$ cat src/rtl/mult_pkg.sv
// Shared constants for the sequential multiplier and the controller/datapath that drive it.
package mult_pkg;

    typedef logic [1:0] state_t;

    localparam state_t ST_IDLE   = 2'd0;
    localparam state_t ST_RUN    = 2'd1;
    localparam state_t ST_FINISH = 2'd2;

    localparam int DEFAULT_WIDTH = 32;

    // Guarded so a 1-bit configuration still gets a usable counter.
    function automatic int cnt_width(input int w);
        return (w > 1) ? $clog2(w) : 1;
    endfunction

    localparam int CNT_W = cnt_width(DEFAULT_WIDTH);

    localparam logic [5:0] OPC_MULT   = 6'h1c;
    localparam logic [2:0] ALUOP_MULT = 3'b101;

endpackage

$ cat src/rtl/mult_unit.sv
// Iterative shift-add multiplier: one partial product per cycle on operand magnitudes,
// with the sign applied once to the full 2*WIDTH product at the end.
module mult_unit
    import mult_pkg::*;
#(
    parameter int WIDTH = DEFAULT_WIDTH
) (
    input  logic             clk,
    input  logic             rst_n,
    input  logic             start,
    input  logic             is_signed,
    input  logic [WIDTH-1:0] a,
    input  logic [WIDTH-1:0] b,
    output logic             busy,
    output logic             done,
    output logic [WIDTH-1:0] lo,
    output logic [WIDTH-1:0] hi
);

    localparam int CW = cnt_width(WIDTH);

    state_t             state;
    logic [CW-1:0]      cnt;
    logic [2*WIDTH-1:0] acc;
    logic [WIDTH-1:0]   mcand;
    logic [WIDTH-1:0]   mplier;
    logic               neg;

    logic [WIDTH-1:0]   a_mag;
    logic [WIDTH-1:0]   b_mag;
    logic [WIDTH:0]     sum;

    // The most negative value negates to itself, which read as unsigned is its true magnitude.
    assign a_mag = (is_signed && a[WIDTH-1]) ? -a : a;
    assign b_mag = (is_signed && b[WIDTH-1]) ? -b : b;

    // Carry-out is kept as bit WIDTH so the right shift never loses it.
    assign sum = {1'b0, acc[2*WIDTH-1:WIDTH]} + (mplier[0] ? {1'b0, mcand} : '0);

    assign busy = (state == ST_RUN) || (state == ST_FINISH);

    // NOTE: all state is updated with non-blocking assignments so every register
    // sees the pre-edge values of the others, and reset is sampled on the edge.
    always_ff @(posedge clk) begin
        if (!rst_n) begin
            state  <= ST_IDLE;
            cnt    <= '0;
            acc    <= '0;
            mcand  <= '0;
            mplier <= '0;
            neg    <= 1'b0;
            done   <= 1'b0;
            hi     <= '0;
            lo     <= '0;
        end else begin
            done <= 1'b0;
            case (state)
                ST_IDLE: begin
                    if (start) begin
                        mcand  <= a_mag;
                        mplier <= b_mag;
                        neg    <= is_signed & (a[WIDTH-1] ^ b[WIDTH-1]);
                        acc    <= '0;
                        cnt    <= '0;
                        state  <= ST_RUN;
                    end
                end
                ST_RUN: begin
                    acc    <= {sum, acc[WIDTH-1:1]};
                    mplier <= mplier >> 1;
                    cnt    <= cnt + CW'(1);
                    if (cnt == CW'(WIDTH - 1)) begin
                        state <= ST_FINISH;
                    end
                end
                ST_FINISH: begin
                    {hi, lo} <= neg ? -acc : acc;
                    done     <= 1'b1;
                    state    <= ST_IDLE;
                end
                default: state <= ST_IDLE;
            endcase
        end
    end

endmodule

$ cat config.mk
export PLATFORM = sky130hd
export DESIGN_NAME = mult_unit
export DESIGN_NICKNAME = d
export VERILOG_FILES = /design/src/rtl/mult_pkg.sv /design/src/rtl/mult_unit.sv
export SDC_FILE = /design/constraint.sdc
export NUM_CORES = 1
export LEC_CHECK = 0
export ABC_CLOCK_PERIOD_IN_PS = 2700
export BUFFER_PORTS_ARGS = -buffer_cell sky130_fd_sc_hd__buf_2
export CAP_MARGIN = 20
export CORE_MARGIN = 4
export CORE_UTILIZATION = 50
export DETAILED_ROUTE_END_ITERATION = 12
export PLACE_DENSITY = 0.79
export SLEW_MARGIN = 20
export SYNTH_ARGS = -nofsm -noshare
export SYNTH_HDL_FRONTEND = slang
export SYNTH_SLANG_ARGS = --single-unit
export TNS_END_PERCENT = 10
$ cat constraint.sdc
create_clock -name clk -period 2.7 [get_ports clk]
set_input_delay 0.27 -clock clk [delete_from_list [all_inputs] [get_ports clk]]
set_output_delay 0.27 -clock clk [all_outputs]
set_load 0.05 [all_outputs]
==> run summary, run 1 <==
Status -> finished, violations left
Total vias in the final route -> 11300
Post-layout instance area -> 0.0142 mm²
Final critical-path required period -> 2800 ps
Smallest setup slack after layout -> -101 ps
Worst hold path depth -> 3
Global router's overall resource usage -> 0.229
Share of final-layout standard cells stronger than drive strength 1 -> 0.214
Area occupied by multi-input gates -> 0.00737 mm²
TritonCTS clock tree -> done
Total congestion overflow -> 0
Synthesized netlist net count -> 1567
Endpoints failing hold -> 0
Startpoint of the most critical hold path -> a[0]
Number of DRC violations after detailed routing -> 0
CTS Sinks -> 201
Maximum number of pins on one net before global-route repair -> 124
Clock Tree Root -> clkbuf_16
Tightest Pin Transition -> 875 ps
Main flop type after synthesis -> dfxtp_1
Area occupied by registers -> 0.00403 mm²
Post-Syn Area -> 0.0115 mm²
RD Place Congestion -> 1.00
Detailed-routed wire length on met2 -> 14.4 mm
Count of maximum capacitance violations -> 0
Launching point of the worst reg2reg path -> acc[21]
Yosys reg bits -> 201
Buffer depth of the longest clock path -> 3
Synth async-reset ratio -> 0
Number of input and output port buffers inserted -> 133
Startpoint type of the worst setup path -> flip-flop
Crit. End Element -> flip-flop
End point of the most critical hold path -> mcand[0]
Data arrival at the endpoint of the critical path -> 3190 ps
Detailed-placement wirelength estimate -> 22.7 mm
Warnings from Yosys -> 0
Post-route non-filler standard cell count -> 1946
Most common cell after layout, fill and taps aside -> dfxtp_1
Period utilisation layout -> 1.04
Violated checks -> setup timing
Number of distinct library cells after synthesis -> 56
Leakage power -> 6.06 nW
Clock transition at the registers of the reported paths -> 60 ps
Max-Slew Margin vs Limit -> 0.414
Wire length the detailed router placed on met1 -> 14.6 mm
Crit Reg-Reg Endpoint -> hi[27]
Register-to-Register Path Depth -> 8
Type of the most critical hold path -> primary input to flip-flop
Remaining antenna violation count -> 0
Average wire length per cell after detail routing -> 16.4 µm
Count of final max-slew check failures -> 0
Via count of the first global-routing pass -> 10300
1st-pass router iterations -> 5
Length of routed met3 wiring -> 2.41 mm
IR drop worst, VDD -> 0.000480 V
Leading cell types in the layout, fill and taps excluded -> 199 x dfxtp_1, 164 x nand2_1, 140 x nor2_1, 133 x buf_2, 121 x buf_4
H-Tree Level Count -> 1
Core region area -> 0.0226 mm²
Maximum frequency from static timing analysis -> 357 MHz
Post-Synthesis Mean Instance Area -> 7.89 µm²
Pre-CTS worst setup slack -> -190 ps
Clock Skews -> 18.0 ps
Std-Cell Rows -> 55
Overall power -> 7.11 mW
Unrepaired setup endpoints after global routing -> true
Slack of the worst reg-to-reg path -> -100 ps
Ratio of routed vias to standard cells -> 5.82
Topmost layer with routed signal wires -> met4
Setup CP Type -> flip-flop to flip-flop
Maximum fanout encountered on the critical timing path -> 6
Top-level I/O count -> 134
Vert. Die Dim -> 160 µm
Initial DRC Count -> 778
Area of the die -> 0.0255 mm²
Cell count after synthesis -> 1458
Total power density per cell area -> 499 mW/mm²
Die Wd -> 160 µm
Diodes inserted -> 0
Setup tns final -> -318 ps
Number of cells in the design after placement -> 1900
Standard cell area after detailed placement -> 0.0131 mm²
Required time worst endpoint -> 3080 ps
Antenna violations before repair -> 0
Num CTS Buffers -> 22
Setup Viol. Count Final -> 6
Clk Latency, worst-skew pair -> 510 ps
Number of flops mapped to enable cells by yosys -> 0
Register area share after synthesis -> 0.350
Initial core utilization -> 0.508
Detailed Route WL -> 31.9 mm
Filler cells -> 1910
Layout overhead on the synthesized area -> 23.7%
Global-route wire length before repair -> 50.3 mm
Post-layout nets -> 1754
[per-stage QoR]
stage	utilization	hold slack, ps
after CTS	0.614	28.9
after global routing	0.628	55.6
after floorplan	-	406
final	0.628	47.7
after detailed placement	0.579	439
after global placement	0.579	433
[repair_timing]
item,4_1_cts,5_1_grt
hold buffers,0,0
buffers inserted,0,6
endpoints found under the setup margin,23,35
pin swaps,3,22
gates resized for setup,9,49
[routing by layer]
metal	vias to the layer above	global-route usage
li1	5633	-
met4	0	0.0462
met1	5223	0.330
met2	424	0.369
met5	-	0
met3	45	0.0307
[power by group]
group | total (mW) | leakage, nW | internal (mW) | switching, mW
registers | 3.13 | 1.63 | 3.07 | 0.0650
logic | 0.866 | 4.05 | 0.327 | 0.540
clock network | 3.11 | 0.377 | 1.84 | 1.27
[layout make-up]
class / instances / share of cell area
Tap cell: 285 / 0.0251
Multi-Input combinational cell: 1136 / 0.518
Clock inverter: 11 / 0.00871
Clock buffer: 29 / 0.0441
Sequential cell: 201 / 0.283
Timing Repair Buffer: 256 / 0.113
Inverter: 28 / 0.00747
[Yosys cell counts (all sizes together) (3+ instances only)]
master,number,share of area
a21oi,103,0.045
o21ai,126,0.055
nand2,164,0.054
inv,28,0.0091
nor4b,3,0.0028
a211oi,45,0.029
or3,18,0.0098
clkbuf,85,0.028
mux2i,5,0.0044
o211ai,12,0.0078
nor2b,6,0.0033
or2,4,0.0022
nand3b,8,0.0052
o31ai,32,0.021
nand2b,12,0.0065
xnor2,37,0.028
nor4,11,0.0078
o41ai,17,0.013
nand4,11,0.0060
a22oi,46,0.030
buf,8,0.0026
ha,40,0.044
a31oi,12,0.0065
a311oi,4,0.0030
nor2,140,0.046
xor2,101,0.077
and3,14,0.0076
and2,37,0.020
o22ai,8,0.0044
dfxtp,201,0.35
a21o,20,0.013
a221oi,4,0.0030
nand3,27,0.012
o21bai,3,0.0020
nor3,22,0.0096
or4,21,0.014
[worst max-delay path: stages, from the launching register on]
cell and delay [ps]:
dfxtp_1 300, or4_1 500, or4_4 550, nor4_4 310
nand4_1 240, nor4b_2 360, nor3_1 90, a31oi_1 200
o211ai_1 120
[kinds of logic (layout without fill, tap and decap cells)]
kind of cell / after synthesis / count (layout) / share of synthesized area
multiplexers: 5 / 5 / 0.00435
buffers and inverters: 121 / 324 / 0.0395
XOR/XNOR: 138 / 138 / 0.105
AND/OR/NAND/NOR: 503 / 503 / 0.210
adder cells (fa/ha/maj): 41 / 41 / 0.0453
AO/OA/AOI/OAI: 449 / 449 / 0.246
flip-flops: 201 / 201 / 0.350
[worst max-delay path by stage]
stage	from	endpoint	slack [ps]	depth (start not counted)
2_1_floorplan	mplier[0]	acc[61]	-20	13
4_1_cts	mplier[0]	acc[58]	-170	10
3_5_place_dp	mplier[0]	acc[58]	-190	10
6_report	acc[21]	hi[27]	-100	8
3_3_place_gp	mplier[0]	acc[58]	-140	10
5_1_grt	acc[22]	hi[27]	-270	8
[sequential cells by signal, summed over array words and instances (netlist names)]
register	flops
acc	64
cnt	5
done	1
hi	32
lo	32
mcand	32
mplier	32
neg	1
state	2
(Power assumes the default switching activity.)
==> run 2, diff against run 1 <==
--- a/config.mk
+++ b/config.mk
@@ -16,4 +16,4 @@
 export SYNTH_ARGS = -nofsm -noshare
 export SYNTH_HDL_FRONTEND = slang
 export SYNTH_SLANG_ARGS = --single-unit
-export TNS_END_PERCENT = 10
+export TNS_END_PERCENT = 20
==> run summary, run 2 (synthesized netlist as in run 1, its figures left out) <==
Top-level I/O count -> 134
Count of final max-slew check failures -> 0
Via count of the first global-routing pass -> 10300
Detailed-routed wire length on met2 -> 14.2 mm
Type of the most critical hold path -> primary input to flip-flop
Length of routed met3 wiring -> 2.26 mm
Maximum number of pins on one net before global-route repair -> 124
Std-Cell Rows -> 55
Top Family by Delay on Critical Path -> simple AND/OR/NAND/NOR gates
Setup Viol. Count Final -> 5
Core region area -> 0.0226 mm²
Period utilisation layout -> 1.04
Buffer depth of the longest clock path -> 3
Global-route wire length before repair -> 50.4 mm
Setup tns final -> -191 ps
Status -> finished, violations left
Clk Latency, worst-skew pair -> 510 ps
Crit. End Element -> flip-flop
Diodes inserted -> 0
Leading cell types in the layout, fill and taps excluded -> 199 x dfxtp_1, 164 x nand2_1, 139 x nor2_1, 133 x buf_2, 124 x buf_4
Endpoints failing hold -> 0
Standard cell area after detailed placement -> 0.0131 mm²
Required time worst endpoint -> 3150 ps
Total power density per cell area -> 500 mW/mm²
Maximum frequency from static timing analysis -> 357 MHz
CTS Sinks -> 201
Clock transition at the registers of the reported paths -> 70 ps
Average wire length per cell after detail routing -> 16.2 µm
Detailed-placement wirelength estimate -> 22.7 mm
RD Place Congestion -> 1.00
Remaining antenna violation count -> 0
1st-pass router iterations -> 5
Count of buffer and inverter cells on the critical path -> 1
Number of input and output port buffers inserted -> 133
Maximum fanout encountered on the critical timing path -> 7
Initial DRC Count -> 776
Smallest setup slack after layout -> -99.2 ps
Data arrival at the endpoint of the critical path -> 3250 ps
Launching point of the worst reg2reg path -> mplier[0]
Vert. Die Dim -> 160 µm
Area occupied by multi-input gates -> 0.00735 mm²
Global router's overall resource usage -> 0.229
Die Wd -> 160 µm
Setup CP Type -> flip-flop to flip-flop
Leakage power -> 6.08 nW
Post-layout nets -> 1758
Total congestion overflow -> 0
Unrepaired setup endpoints after global routing -> true
Clock Skews -> 19.6 ps
Wire length the detailed router placed on met1 -> 14.7 mm
Detailed Route WL -> 31.6 mm
Startpoint type of the worst setup path -> flip-flop
TritonCTS clock tree -> done
Slowest stage cell, crit path -> or4_1
Final critical-path required period -> 2800 ps
Layout overhead on the synthesized area -> 23.9%
Count of maximum capacitance violations -> 0
Crit. Startpoint -> mplier[0]
H-Tree Level Count -> 1
Cell-by-cell trace of the critical path -> and2_1 > ha_1 > inv_1 > fa_2 > nand2b_4 > a21o_1 > a211o_1 > nand3_2 > a41o_1 > a31oi_4 > or4_1 > nand3_1
Most common cell after layout, fill and taps aside -> dfxtp_1
Filler cells -> 1909
Initial core utilization -> 0.508
Total vias in the final route -> 11300
Post-layout instance area -> 0.0142 mm²
Biggest cell delay along the critical path -> 440 ps
Register bank with the most flops -> acc
Area of the die -> 0.0255 mm²
Post-Route Hold Slack -> 48.0 ps
Startpoint of the most critical hold path -> a[0]
Max FFs per register -> 64
IR drop worst, VDD -> 0.000479 V
Clock Tree Root -> clkbuf_16
Slack of the worst reg-to-reg path -> -100 ps
Topmost layer with routed signal wires -> met4
Overall power -> 7.12 mW
Share of final-layout standard cells stronger than drive strength 1 -> 0.213
Violated checks -> setup timing
Antenna violations before repair -> 0
Number of DRC violations after detailed routing -> 0
Num CTS Buffers -> 22
Tightest Pin Transition -> 879 ps
Area occupied by registers -> 0.00403 mm²
Max-Slew Margin vs Limit -> 0.412
Ratio of routed vias to standard cells -> 5.80
## run 2: changes by cell type in the layout (fill, tap and decap cells not counted), moves of 2 or more
cell / change
buf_4: +3
ha_1: +2
ha_2: -3
nand3_1: +2
nand3_2: -2
nor4_2: -2
## run 2: final timing paths
check | end | cells after the start
setup / recovery | acc[61] | 12
setup reg to reg | acc[61] | 12
hold / removal | mcand[0] | 3
hold reg to reg | hi[28] | 2
## run 2: power by group
part	leakage, nW	internal [mW]	switching (mW)
clock	0.377	1.84	1.27
sequential	1.63	3.07	0.0653
combinational	4.08	0.335	0.541
total	6.08	5.24	1.88
## run 2: per-layer routing
layer	GRT usage	up-vias
li1	-	5645
met1	0.330	5223
met2	0.370	396
met3	0.0315	47
met4	0.0438	0
met5	0	-
## run 2: layout make-up
cell class                      count  area share
Multi-Input combinational cell   1136       0.516
Sequential cell                   201       0.283
Timing Repair Buffer              260       0.116
Clock buffer                       29      0.0440
Tap cell                          285      0.0250
Clock inverter                     11     0.00870
Inverter                           28     0.00747
## run 2: per-stage QoR
stage | util | setup WS (ps) | cells
2_1_floorplan | - | -20.6 | 1458
3_3_place_gp | 0.579 | -139 | 1900
5_1_grt | 0.629 | -222 | 1950
6_report | 0.629 | -99.2 | 1950
4_1_cts | 0.616 | -79.1 | 1941
3_5_place_dp | 0.579 | -190 | 1900
## run 2: worst register-to-register path, stage by stage, from the launching register on
cell      delay, ps
dfxtp_4         380
and2_1          140
ha_1            160
inv_1            60
fa_2            340
nand2b_4        150
a21o_1          180
a211o_1         330
nand3_2         100
a41o_1          260
a31oi_4         120
or4_1           440
nand3_1         100
## run 2: repair_timing
item                                    4_1_cts  5_1_grt
endpoints found under the setup margin       23       35
pin swaps                                     6       24
endpoints found under the hold margin         0        0
hold buffers                                  0        0
setup buffers                                 1        9
gates resized for setup                      14       42
==> run 3, diff against run 2 <==
--- a/config.mk
+++ b/config.mk
@@ -12,6 +12,7 @@
 export CORE_UTILIZATION = 50
 export DETAILED_ROUTE_END_ITERATION = 12
 export PLACE_DENSITY = 0.79
+export REMOVE_ABC_BUFFERS = 1
 export SLEW_MARGIN = 20
 export SYNTH_ARGS = -nofsm -noshare
 export SYNTH_HDL_FRONTEND = slang
==> run summary, run 3 (synthesized netlist as in run 1, its figures left out) <==
Standard cell area after detailed placement -> 0.0132 mm²
Total congestion overflow -> 0
Setup CP Type -> flip-flop to flip-flop
H-Tree Level Count -> 1
Core region area -> 0.0226 mm²
Total vias in the final route -> 11300
Std-Cell Rows -> 55
Post-layout nets -> 1770
Number of DRC violations after detailed routing -> 0
Maximum number of pins on one net before global-route repair -> 88
Tightest Pin Transition -> 706 ps
Vert. Die Dim -> 160 µm
Worst hold path depth -> 3
Leading cell types in the layout, fill and taps excluded -> 199 x dfxtp_1, 162 x nand2_1, 138 x nor2_1, 135 x buf_4, 134 x buf_2
Num CTS Buffers -> 22
Switching power of the nets -> 1.80 mW
Area occupied by multi-input gates -> 0.00737 mm²
Top-level I/O count -> 134
Clock transition at the registers of the reported paths -> 60 ps
Required time worst endpoint -> 3080 ps
Initial core utilization -> 0.508
Register-to-Register Path Depth -> 11
Smallest setup slack after layout -> -83.0 ps
RD Place Congestion -> 0.946
Global-route wire length before repair -> 50.5 mm
Die Wd -> 160 µm
Max FFs per register -> 64
1st-pass router iterations -> 9
Detailed Route WL -> 31.0 mm
Maximum frequency from static timing analysis -> 359 MHz
Post-layout instance area -> 0.0144 mm²
Ratio of routed vias to standard cells -> 5.76
Endpoints failing hold -> 0
Detailed-placement wirelength estimate -> 22.5 mm
Average wire length per cell after detail routing -> 15.8 µm
Count of final max-slew check failures -> 0
Met3 routing resource usage after global routing -> 0.0297
Max-Slew Margin vs Limit -> 0.530
Total power density per cell area -> 499 mW/mm²
Layout overhead on the synthesized area -> 24.9%
Share of total power consumed by net switching -> 0.251
Data arrival at the endpoint of the critical path -> 3170 ps
Share of final-layout standard cells stronger than drive strength 1 -> 0.224
Most common cell after layout, fill and taps aside -> dfxtp_1
Period utilisation layout -> 1.03
Clock Tree Root -> clkbuf_16
Area of the die -> 0.0255 mm²
Count of maximum capacitance violations -> 0
Util after Layout -> 0.634
Clock Skews -> 11.3 ps
Global router's overall resource usage -> 0.228
GR peak layer -> met2
Sequential Power Share -> 0.436
Via count of the first global-routing pass -> 10400
Startpoint type of the worst setup path -> flip-flop
Register bank with the most flops -> acc
Clk Latency, worst-skew pair -> 500 ps
Area occupied by registers -> 0.00403 mm²
Type of the most critical hold path -> primary input to flip-flop
Buffer depth of the longest clock path -> 3
Initial DRC Count -> 889
Remaining antenna violation count -> 0
Diodes inserted -> 0
TritonCTS clock tree -> done
Maximum fanout encountered on the critical timing path -> 8
Combinational share of power -> 0.127
Met1 Usage GRT -> 0.327
Setup tns final -> -207 ps
Leakage power -> 6.16 nW
Unrepaired setup endpoints after global routing -> true
Violated checks -> setup timing
Antenna violations before repair -> 0
Setup Viol. Count Final -> 6
Status -> finished, violations left
Final critical-path required period -> 2780 ps
Post-Route Hold Slack -> 63.2 ps
Clk network pwr share -> 0.437
Number of input and output port buffers inserted -> 133
Met2 Track Usage GR -> 0.369
IR drop worst, VDD -> 0.000367 V
CTS Sinks -> 201
Cell-internal power -> 5.36 mW
Filler cells -> 1924
Crit. End Element -> flip-flop
## run 3: final timing paths
check	startpoint	to	slack, ps
worst min-delay path	a[0]	mcand[0]	60
worst max-delay path	mplier[0]	acc[56]	-80
worst min register to register	lo[30]	lo[30]	450
worst max register to register	mplier[0]	acc[56]	-80
## run 3: layout make-up
type | instances | area share
clock buffer | 31 | 0.0449
tap | 285 | 0.0248
sequential | 201 | 0.280
inverter | 28 | 0.00740
clock inverter | 7 | 0.00766
timing repair buffer | 272 | 0.121
multi-input combinational | 1136 | 0.513
## run 3: what timing repair did
action / in CTS / in global routing
hold buffers: 0 / 0
resized for setup: 19 / 50
pin swaps: 7 / 13
endpoints found under the setup margin: 20 / 32
setup buffers: 1 / 3
## run 3: power groups by stage
stage	logic [mW]	clock network [mW]	registers, mW
after global placement	0.851	0	3.18
final	0.908	3.13	3.12
after CTS	0.885	3.17	3.12
after detailed placement	0.873	0	3.19
after floorplan	0.507	0	3.18
after global routing	1.01	3.30	3.13
## run 3: critical path: stages (launching register included)
cell       delay (ps)
dfxtp_4           360
buf_4             160
and2_1            150
ha_1              320
and3_4            220
nand3_1           140
a2111oi_4         230
a211oi_2          100
o32a_1            430
a21oi_2           190
o21ai_1            80
a221o_1           300
## run 3: metal layers
metal / wire [µm] / part of all wire
met1: 14400 / 0.47
met2: 14200 / 0.46
met3: 1910 / 0.062
met4: 448 / 0.014
met5: 0 / 0
## run 3: through the flow
step	power [mW]	std cells	setup WS [ps]
after floorplan	3.69	1365	-1540
after global placement	4.03	1918	-182
after detailed placement	4.06	1918	-279
after CTS	7.17	1957	-102
after global routing	7.44	1960	-232
final	7.16	1960	-83.0
